$ cat config.mk
export PLATFORM = sky130hd
export DESIGN_NAME = dram_ctrl
export DESIGN_NICKNAME = d
export VERILOG_FILES = /design/src/rtl/dram_ctrl.sv
export SDC_FILE = /design/constraint.sdc
export NUM_CORES = 1
export LEC_CHECK = 0
export CAP_MARGIN = 20
export CORE_MARGIN = 3
export CORE_UTILIZATION = 51
export DETAILED_ROUTE_END_ITERATION = 12
export PLACE_DENSITY = 0.95
export SLEW_MARGIN = 20
export SYNTH_ARGS = -nofsm -noshare
export SYNTH_HDL_FRONTEND = slang
export SYNTH_SLANG_ARGS = --single-unit
$ cat constraint.sdc
create_clock -name clk -period 6.8 [get_ports clk]
set_input_delay 1.36 -clock clk [delete_from_list [all_inputs] [get_ports clk]]
set_output_delay 1.36 -clock clk [all_outputs]
set_load 0.005 [all_outputs]
$ cat src/rtl/dram_ctrl.sv
// dram_ctrl: turns single-word bus reads/writes into DRAM ACT/PRE/READ/WRITE
// command sequences. One row is left open between requests (open-page policy).
//
// state | meaning
// IDLE  | waiting for a request; held off while a response is still pending
// PRE   | PRE on the pins, counting out TRP before ACT
// ACT   | ACT on the pins, counting out TRCD before READ/WRITE
// CMD   | READ or WRITE on the pins this cycle
// RWAIT | waiting for DRAM_valid to return the read word
// WREC  | write recovery, TWR cycles before another command may go out
module dram_ctrl #(
  parameter int TRCD = 5,
  parameter int TRP  = 5,
  parameter int TWR  = 5
) (
  input  logic        clk,
  input  logic        rst,
  input  logic        req_valid,
  output logic        req_ready,
  input  logic        req_write,
  input  logic [31:0] req_addr,
  input  logic [3:0]  req_wstrb,
  input  logic [31:0] req_wdata,
  output logic        resp_valid,
  input  logic        resp_ready,
  output logic [31:0] resp_rdata,
  output logic        DRAM_CSn,
  output logic        DRAM_RASn,
  output logic        DRAM_CASn,
  output logic [3:0]  DRAM_WEn,
  output logic [10:0] DRAM_A,
  output logic [31:0] DRAM_D,
  input  logic [31:0] DRAM_Q,
  input  logic        DRAM_valid
);

  localparam int MAX_D = (TRCD > TRP) ? ((TRCD > TWR) ? TRCD : TWR)
                                      : ((TRP  > TWR) ? TRP  : TWR);
  localparam int CNT_W = $clog2(MAX_D + 1);

  // Timed states are entered with delay-1 so the state exits on terminal count
  // and the following command lands exactly the full delay after the previous one.
  localparam logic [CNT_W-1:0] TRCD_LD = CNT_W'(TRCD - 1);
  localparam logic [CNT_W-1:0] TRP_LD  = CNT_W'(TRP - 1);
  localparam logic [CNT_W-1:0] TWR_LD  = CNT_W'(TWR - 1);

  typedef enum logic [2:0] {IDLE, PRE, ACT, CMD, RWAIT, WREC} state_t;
  typedef enum logic [2:0] {C_NOP, C_ACT, C_PRE, C_READ, C_WRITE} cmd_t;

  state_t           state, state_nxt;
  cmd_t             cmd_nxt;
  logic [CNT_W-1:0] cnt, cnt_nxt;
  logic             row_open, row_open_nxt;
  logic [10:0]      open_row, open_row_nxt;

  logic             lat_write;
  logic [10:0]      lat_row;
  logic [9:0]       lat_col;
  logic [3:0]       lat_wstrb;
  logic [31:0]      lat_wdata;

  logic             accept;
  logic             resp_set_rd;
  logic             resp_set_wr;

  logic             cur_write;
  logic [10:0]      cur_row;
  logic [9:0]       cur_col;
  logic [3:0]       cur_wstrb;
  logic [31:0]      cur_wdata;

  logic             unused_addr;
  assign unused_addr = ^{req_addr[31:23], req_addr[1:0]};

  // Back-to-back: the retiring response frees the slot in the same cycle.
  assign req_ready = !rst && (state == IDLE) && (!resp_valid || resp_ready);
  assign accept    = req_valid && req_ready;

  // In IDLE the first command is registered on the accept edge, before the
  // request latches hold the new values, so read straight from the bus there.
  assign cur_write = (state == IDLE) ? req_write        : lat_write;
  assign cur_row   = (state == IDLE) ? req_addr[22:12]  : lat_row;
  assign cur_col   = (state == IDLE) ? req_addr[11:2]   : lat_col;
  assign cur_wstrb = (state == IDLE) ? req_wstrb        : lat_wstrb;
  assign cur_wdata = (state == IDLE) ? req_wdata        : lat_wdata;

  // State register, delay counter and open-row tracking.
  always_ff @(posedge clk) begin
    if (rst) begin
      state    <= IDLE;
      cnt      <= '0;
      row_open <= 1'b0;
      open_row <= '0;
    end else begin
      state    <= state_nxt;
      cnt      <= cnt_nxt;
      row_open <= row_open_nxt;
      open_row <= open_row_nxt;
    end
  end

  // Next state, command to issue, counter loads and response triggers.
  always_comb begin
    state_nxt    = state;
    cmd_nxt      = C_NOP;
    cnt_nxt      = (cnt != '0) ? cnt - 1'b1 : '0;
    row_open_nxt = row_open;
    open_row_nxt = open_row;
    resp_set_rd  = 1'b0;
    resp_set_wr  = 1'b0;
    case (state)
      IDLE: begin
        if (accept) begin
          if (!row_open) begin
            state_nxt    = ACT;
            cmd_nxt      = C_ACT;
            cnt_nxt      = TRCD_LD;
            row_open_nxt = 1'b1;
            open_row_nxt = cur_row;
          end else if (cur_row != open_row) begin
            state_nxt    = PRE;
            cmd_nxt      = C_PRE;
            cnt_nxt      = TRP_LD;
            row_open_nxt = 1'b0;
          end else begin
            state_nxt = CMD;
            cmd_nxt   = cur_write ? C_WRITE : C_READ;
          end
        end
      end
      PRE: begin
        if (cnt == '0) begin
          state_nxt    = ACT;
          cmd_nxt      = C_ACT;
          cnt_nxt      = TRCD_LD;
          row_open_nxt = 1'b1;
          open_row_nxt = cur_row;
        end
      end
      ACT: begin
        if (cnt == '0) begin
          state_nxt = CMD;
          cmd_nxt   = cur_write ? C_WRITE : C_READ;
        end
      end
      CMD: begin
        if (cur_write) begin
          state_nxt   = WREC;
          cnt_nxt     = TWR_LD;
          resp_set_wr = 1'b1;
        end else begin
          state_nxt = RWAIT;
        end
      end
      RWAIT: begin
        if (DRAM_valid) begin
          state_nxt   = IDLE;
          resp_set_rd = 1'b1;
        end
      end
      WREC: begin
        if (cnt == '0) state_nxt = IDLE;
      end
      default: state_nxt = IDLE;
    endcase
  end

  // Request latches, captured on accept.
  always_ff @(posedge clk) begin
    if (rst) begin
      lat_write <= 1'b0;
      lat_row   <= '0;
      lat_col   <= '0;
      lat_wstrb <= '0;
      lat_wdata <= '0;
    end else if (accept) begin
      lat_write <= req_write;
      lat_row   <= req_addr[22:12];
      lat_col   <= req_addr[11:2];
      lat_wstrb <= req_wstrb;
      lat_wdata <= req_wdata;
    end
  end

  // Registered pin drive: NOP unless a command was chosen this cycle.
  always_ff @(posedge clk) begin
    if (rst) begin
      DRAM_CSn  <= 1'b1;
      DRAM_RASn <= 1'b1;
      DRAM_CASn <= 1'b1;
      DRAM_WEn  <= 4'hF;
      DRAM_A    <= '0;
      DRAM_D    <= '0;
    end else begin
      DRAM_CSn  <= 1'b1;
      DRAM_RASn <= 1'b1;
      DRAM_CASn <= 1'b1;
      DRAM_WEn  <= 4'hF;
      DRAM_A    <= '0;
      DRAM_D    <= '0;
      case (cmd_nxt)
        C_ACT: begin
          DRAM_CSn  <= 1'b0;
          DRAM_RASn <= 1'b0;
          DRAM_A    <= cur_row;
        end
        C_PRE: begin
          DRAM_CSn  <= 1'b0;
          DRAM_RASn <= 1'b0;
          DRAM_WEn  <= 4'h0;
        end
        C_READ: begin
          DRAM_CSn  <= 1'b0;
          DRAM_CASn <= 1'b0;
          DRAM_A    <= {1'b0, cur_col};
        end
        C_WRITE: begin
          DRAM_CSn  <= 1'b0;
          DRAM_CASn <= 1'b0;
          DRAM_WEn  <= ~cur_wstrb;
          DRAM_A    <= {1'b0, cur_col};
          DRAM_D    <= cur_wdata;
        end
        default: ;
      endcase
    end
  end

  // Response holding register; held until the bus takes it.
  always_ff @(posedge clk) begin
    if (rst) begin
      resp_valid <= 1'b0;
      resp_rdata <= '0;
    end else if (resp_set_rd) begin
      resp_valid <= 1'b1;
      resp_rdata <= DRAM_Q;
    end else if (resp_set_wr) begin
      resp_valid <= 1'b1;
      resp_rdata <= '0;
    end else if (resp_valid && resp_ready) begin
      resp_valid <= 1'b0;
    end
  end

endmodule

==> run_results.csv <==
group,metric,value,unit
run_status,status,"complete, no violations",
floorplanning,fp.dieH,117,um
synth,synth.distinct_cells,43,
routing,vias_per_cell,5.36,
timing,finalHoldViolCount,0,
synth,synthCells,749,
setup_path,startpoint_type,"input pin",
timing,relSlewSlack,27.7,%
setup_path,cpLargestDelayFamily,"buffers and inverters",
clock_network,clkSinkCount,159,
final_layout,antenna_cells,0,
global_routing,grtUsageTotal,24.0,%
setup_path,worstPathCellList,"clkdlybuf4s50_1 -> nand2b_1 -> and3_1 -> clkdlybuf4s50_1",
synth,synth.avg_cell_area,8.42,sq um
synth,synth_area,6310,sq um
setup_path,path_max_fanout,3,
pwr,power.leakage,0.00323,uW
setup_path,r2r_end,"DRAM_A[6]$_SDFF_PP0_",
timing,fin_worst_skew,0.0105,ns
synth,synth_edf_count,0,
placed_design,gp_congestion,0.834,
timing,whs,0.456,ns
setup_path,critPathKind,"in2out",
clock_network,cts_setup_buffers,0,
global_routing,grt_pass1_vias,5564,
clock_network,cts_buffers,17,
placed_design,portBuffers,178,
routing,drtIter0Drc,670,
clock_network,h-tree-depth,4,
routing,drt_wl_total,16600,um
clock_network,cts_resized,0,
floorplanning,die_x,117,um
routing,vias,5757,
floorplanning,fp-row-count,39,
placed_design,post-place-cells,1043,
timing,timing.fmax,251,MHz
synth,synthFlopType,"dfxtp_1",
pwr,peakVddDrop,0.000269,V
final_layout,fin_area,8710,sq um
routing,wl_per_cell,15.4,um
final_layout,final_nets,1004,
timing,report.final.slew_viol_count,0,
setup_path,slowest_stage,"clkdlybuf4s50_1",
floorplanning,initial_core_util,53.6,%
synth,yosysWarningCount,0,
final_layout,stdcell_count,1074,
clock_network,clk_latency,0.41,ns
clock_network,postCtsHoldBufs,0,
timing,fin_setup_tns,0,ns
final_layout,layout_commonest_cell,"clkdlybuf4s50_1",
synth,ys_seq_elements,159,
routing,drt.antenna.violating_nets,0,
final_layout,final_cell_mix,"clkdlybuf4s50_1, nand2_1, dfxtp_1, a21oi_1, o21ai_0",
timing,worst_pin_slew,1.08,ns
timing,setup_violations,0,
synth,synth-seq-area-share,50.5,%
global_routing,antenna_found_initial,0,
clock_network,tritoncts,"yes",
hold_path,min_to,"DRAM_D[17]$_SDFF_PP0_",
setup_path,arrival,2.63,ns
timing,fin_crit_sh,58.7,%
placed_design,place_area,8120,sq um
synth,async_reset_ff_share,0,%
setup_path,cpPeakStageDelay,0.52,ns
setup_path,required,5.44,ns
job,drv_cap,0,
clock_network,cts-root-buf,"clkbuf_16",
routing,first_pass_iters,5,
setup_path,cp_common_cell,"clkdlybuf4s50_1",
global_routing,grt_max_degree,116,
setup_path,reg2reg_depth,8,
placed_design,dp_hpwl,10500,um
clock_network,clkSlewWorstSetupHoldPaths,0.06,ns
global_routing,overflow,0,
final_layout,drive_gt1_share,5.27,%
setup_path,timing.critical_path.buf_inv,2,
clock_network,cts.path.max_buffers,2,
timing,grt_setup_unrepaired,"no",
final_layout,final_util,74.0,%
global_routing,grt_first_pass_wirelength,26300,um
routing,route.detailed.drc,0,
floorplanning,ios,190,
setup_path,r2r_start,"state[1]$_SDFFE_PP0P_",
final_layout,syn_to_final_growth,38.0,%
setup_path,r2r_slack,3.16,ns
floorplanning,die-area,13700,sq um
hold_path,min_from,"lat_wdata[17]$_SDFFE_PP0P_",
hold_path,worstHoldPathType,"reg2reg",
floorplanning,coreArea,11800,sq um
timing,fin_crit,3.99,ns
pwr,power_density,356,nW/um^2
hold_path,hold_depth,2,
synth,syn_nets,855,
setup_path,end_kind,"output pin",
==> per-stage QoR <==
stage	worst slack, ns	total power (uW)
CTS	2.81	3110
global placement	2.51	2130
global route	2.71	3270
floorplan	3.72	1840
detailed placement	2.53	2160
finish	2.81	3100
==> worst max path at each step <==
| stage | start | end | slack, ns | cells after the start |
|---|---|---|---|---|
| 2_1_floorplan | req_addr[20] | DRAM_A[3]$_SDFF_PP0_ | 3.72 | 8 |
| 3_3_place_gp | resp_ready | DRAM_WEn[3]$_SDFF_PP1_ | 2.51 | 9 |
| 3_5_place_dp | resp_ready | DRAM_WEn[1]$_SDFF_PP1_ | 2.53 | 9 |
| 4_1_cts | resp_ready | req_ready | 2.81 | 4 |
| 5_1_grt | resp_ready | DRAM_WEn[1]$_SDFF_PP1_ | 2.71 | 9 |
| 6_report | resp_ready | req_ready | 2.81 | 4 |
==> power breakdown <==
group	internal, uW	switching [uW]
clock network	563	377
registers	1110	119
logic	421	511
==> sequential cells by signal (all words and copies together), names as in the netlist, 3 cells and up <==
register	count
state	3
lat_col	10
lat_row	11
open_row	11
DRAM_D	32
resp_rdata	32
DRAM_A	11
lat_wstrb	4
cnt	3
lat_wdata	32
DRAM_WEn	4
==> cell families (layout without fill, tap and decap cells) <==
| logic type | after synthesis | in the layout | synth area share [%] |
|---|---|---|---|
| and+or+nand+nor | 306 | 306 | 22.8 |
| AOI/OAI and AO/OA | 181 | 181 | 17.1 |
| DFF | 159 | 159 | 50.5 |
| buffers and inverters | 69 | 230 | 4.44 |
| muxes | 26 | 26 | 4.13 |
| xor gates and xnor gates | 8 | 8 | 1.11 |
==> routing by layer <==
metal | wire length, um | vias to the layer above | GRT usage, % | share of wire (%)
met1 | 6830 | 2662 | 29.4 | 41
met3 | 1520 | 16 | 8.02 | 9.2
met4 | 144 | 0 | 6.73 | 0.87
met5 | 0 | - | 0 | 0
li1 | - | 2833 | - | -
met2 | 8080 | 246 | 40.3 | 49
==> cell usage after synthesis, types with 5 or more instances <==
master	number	area share, %
a211oi_1	12	1.4
a21oi_1	72	5.7
buf_2	5	0.40
clkbuf_1	44	2.6
dfxtp_1	159	50
inv_1	14	0.83
mux2i_1	26	4.1
nand2_1	163	9.7
nand2b_1	55	5.5
nand3_1	34	2.7
nor2_1	22	1.3
nor2b_1	6	0.60
o21a_1	6	0.71
o21ai_0	56	4.4
o22ai_1	12	1.2
o31ai_1	6	0.71
==> worst reg2reg max path, cell delays in order, from the launching register on <==
cell	delay [ns]
dfxtp_1	0.44
nor3_4	0.20
buf_4	0.67
mux2i_1	0.47
o22ai_1	0.13
a211oi_1	0.47
a21boi_1	0.18
a2111oi_4	0.74
o22ai_1	0.19
==> cell type report <==
type                            instances  area (sq um)
Multi-Input combinational cell        521          2850
Clock buffer                           20           457
Inverter                               14          52.6
Clock inverter                         11           133
Tap cell                              164           205
Fill cell                             812          3050
Sequential cell                       159          3180
Timing Repair Buffer                  185          1830
Power figures use the tool's default switching activity.
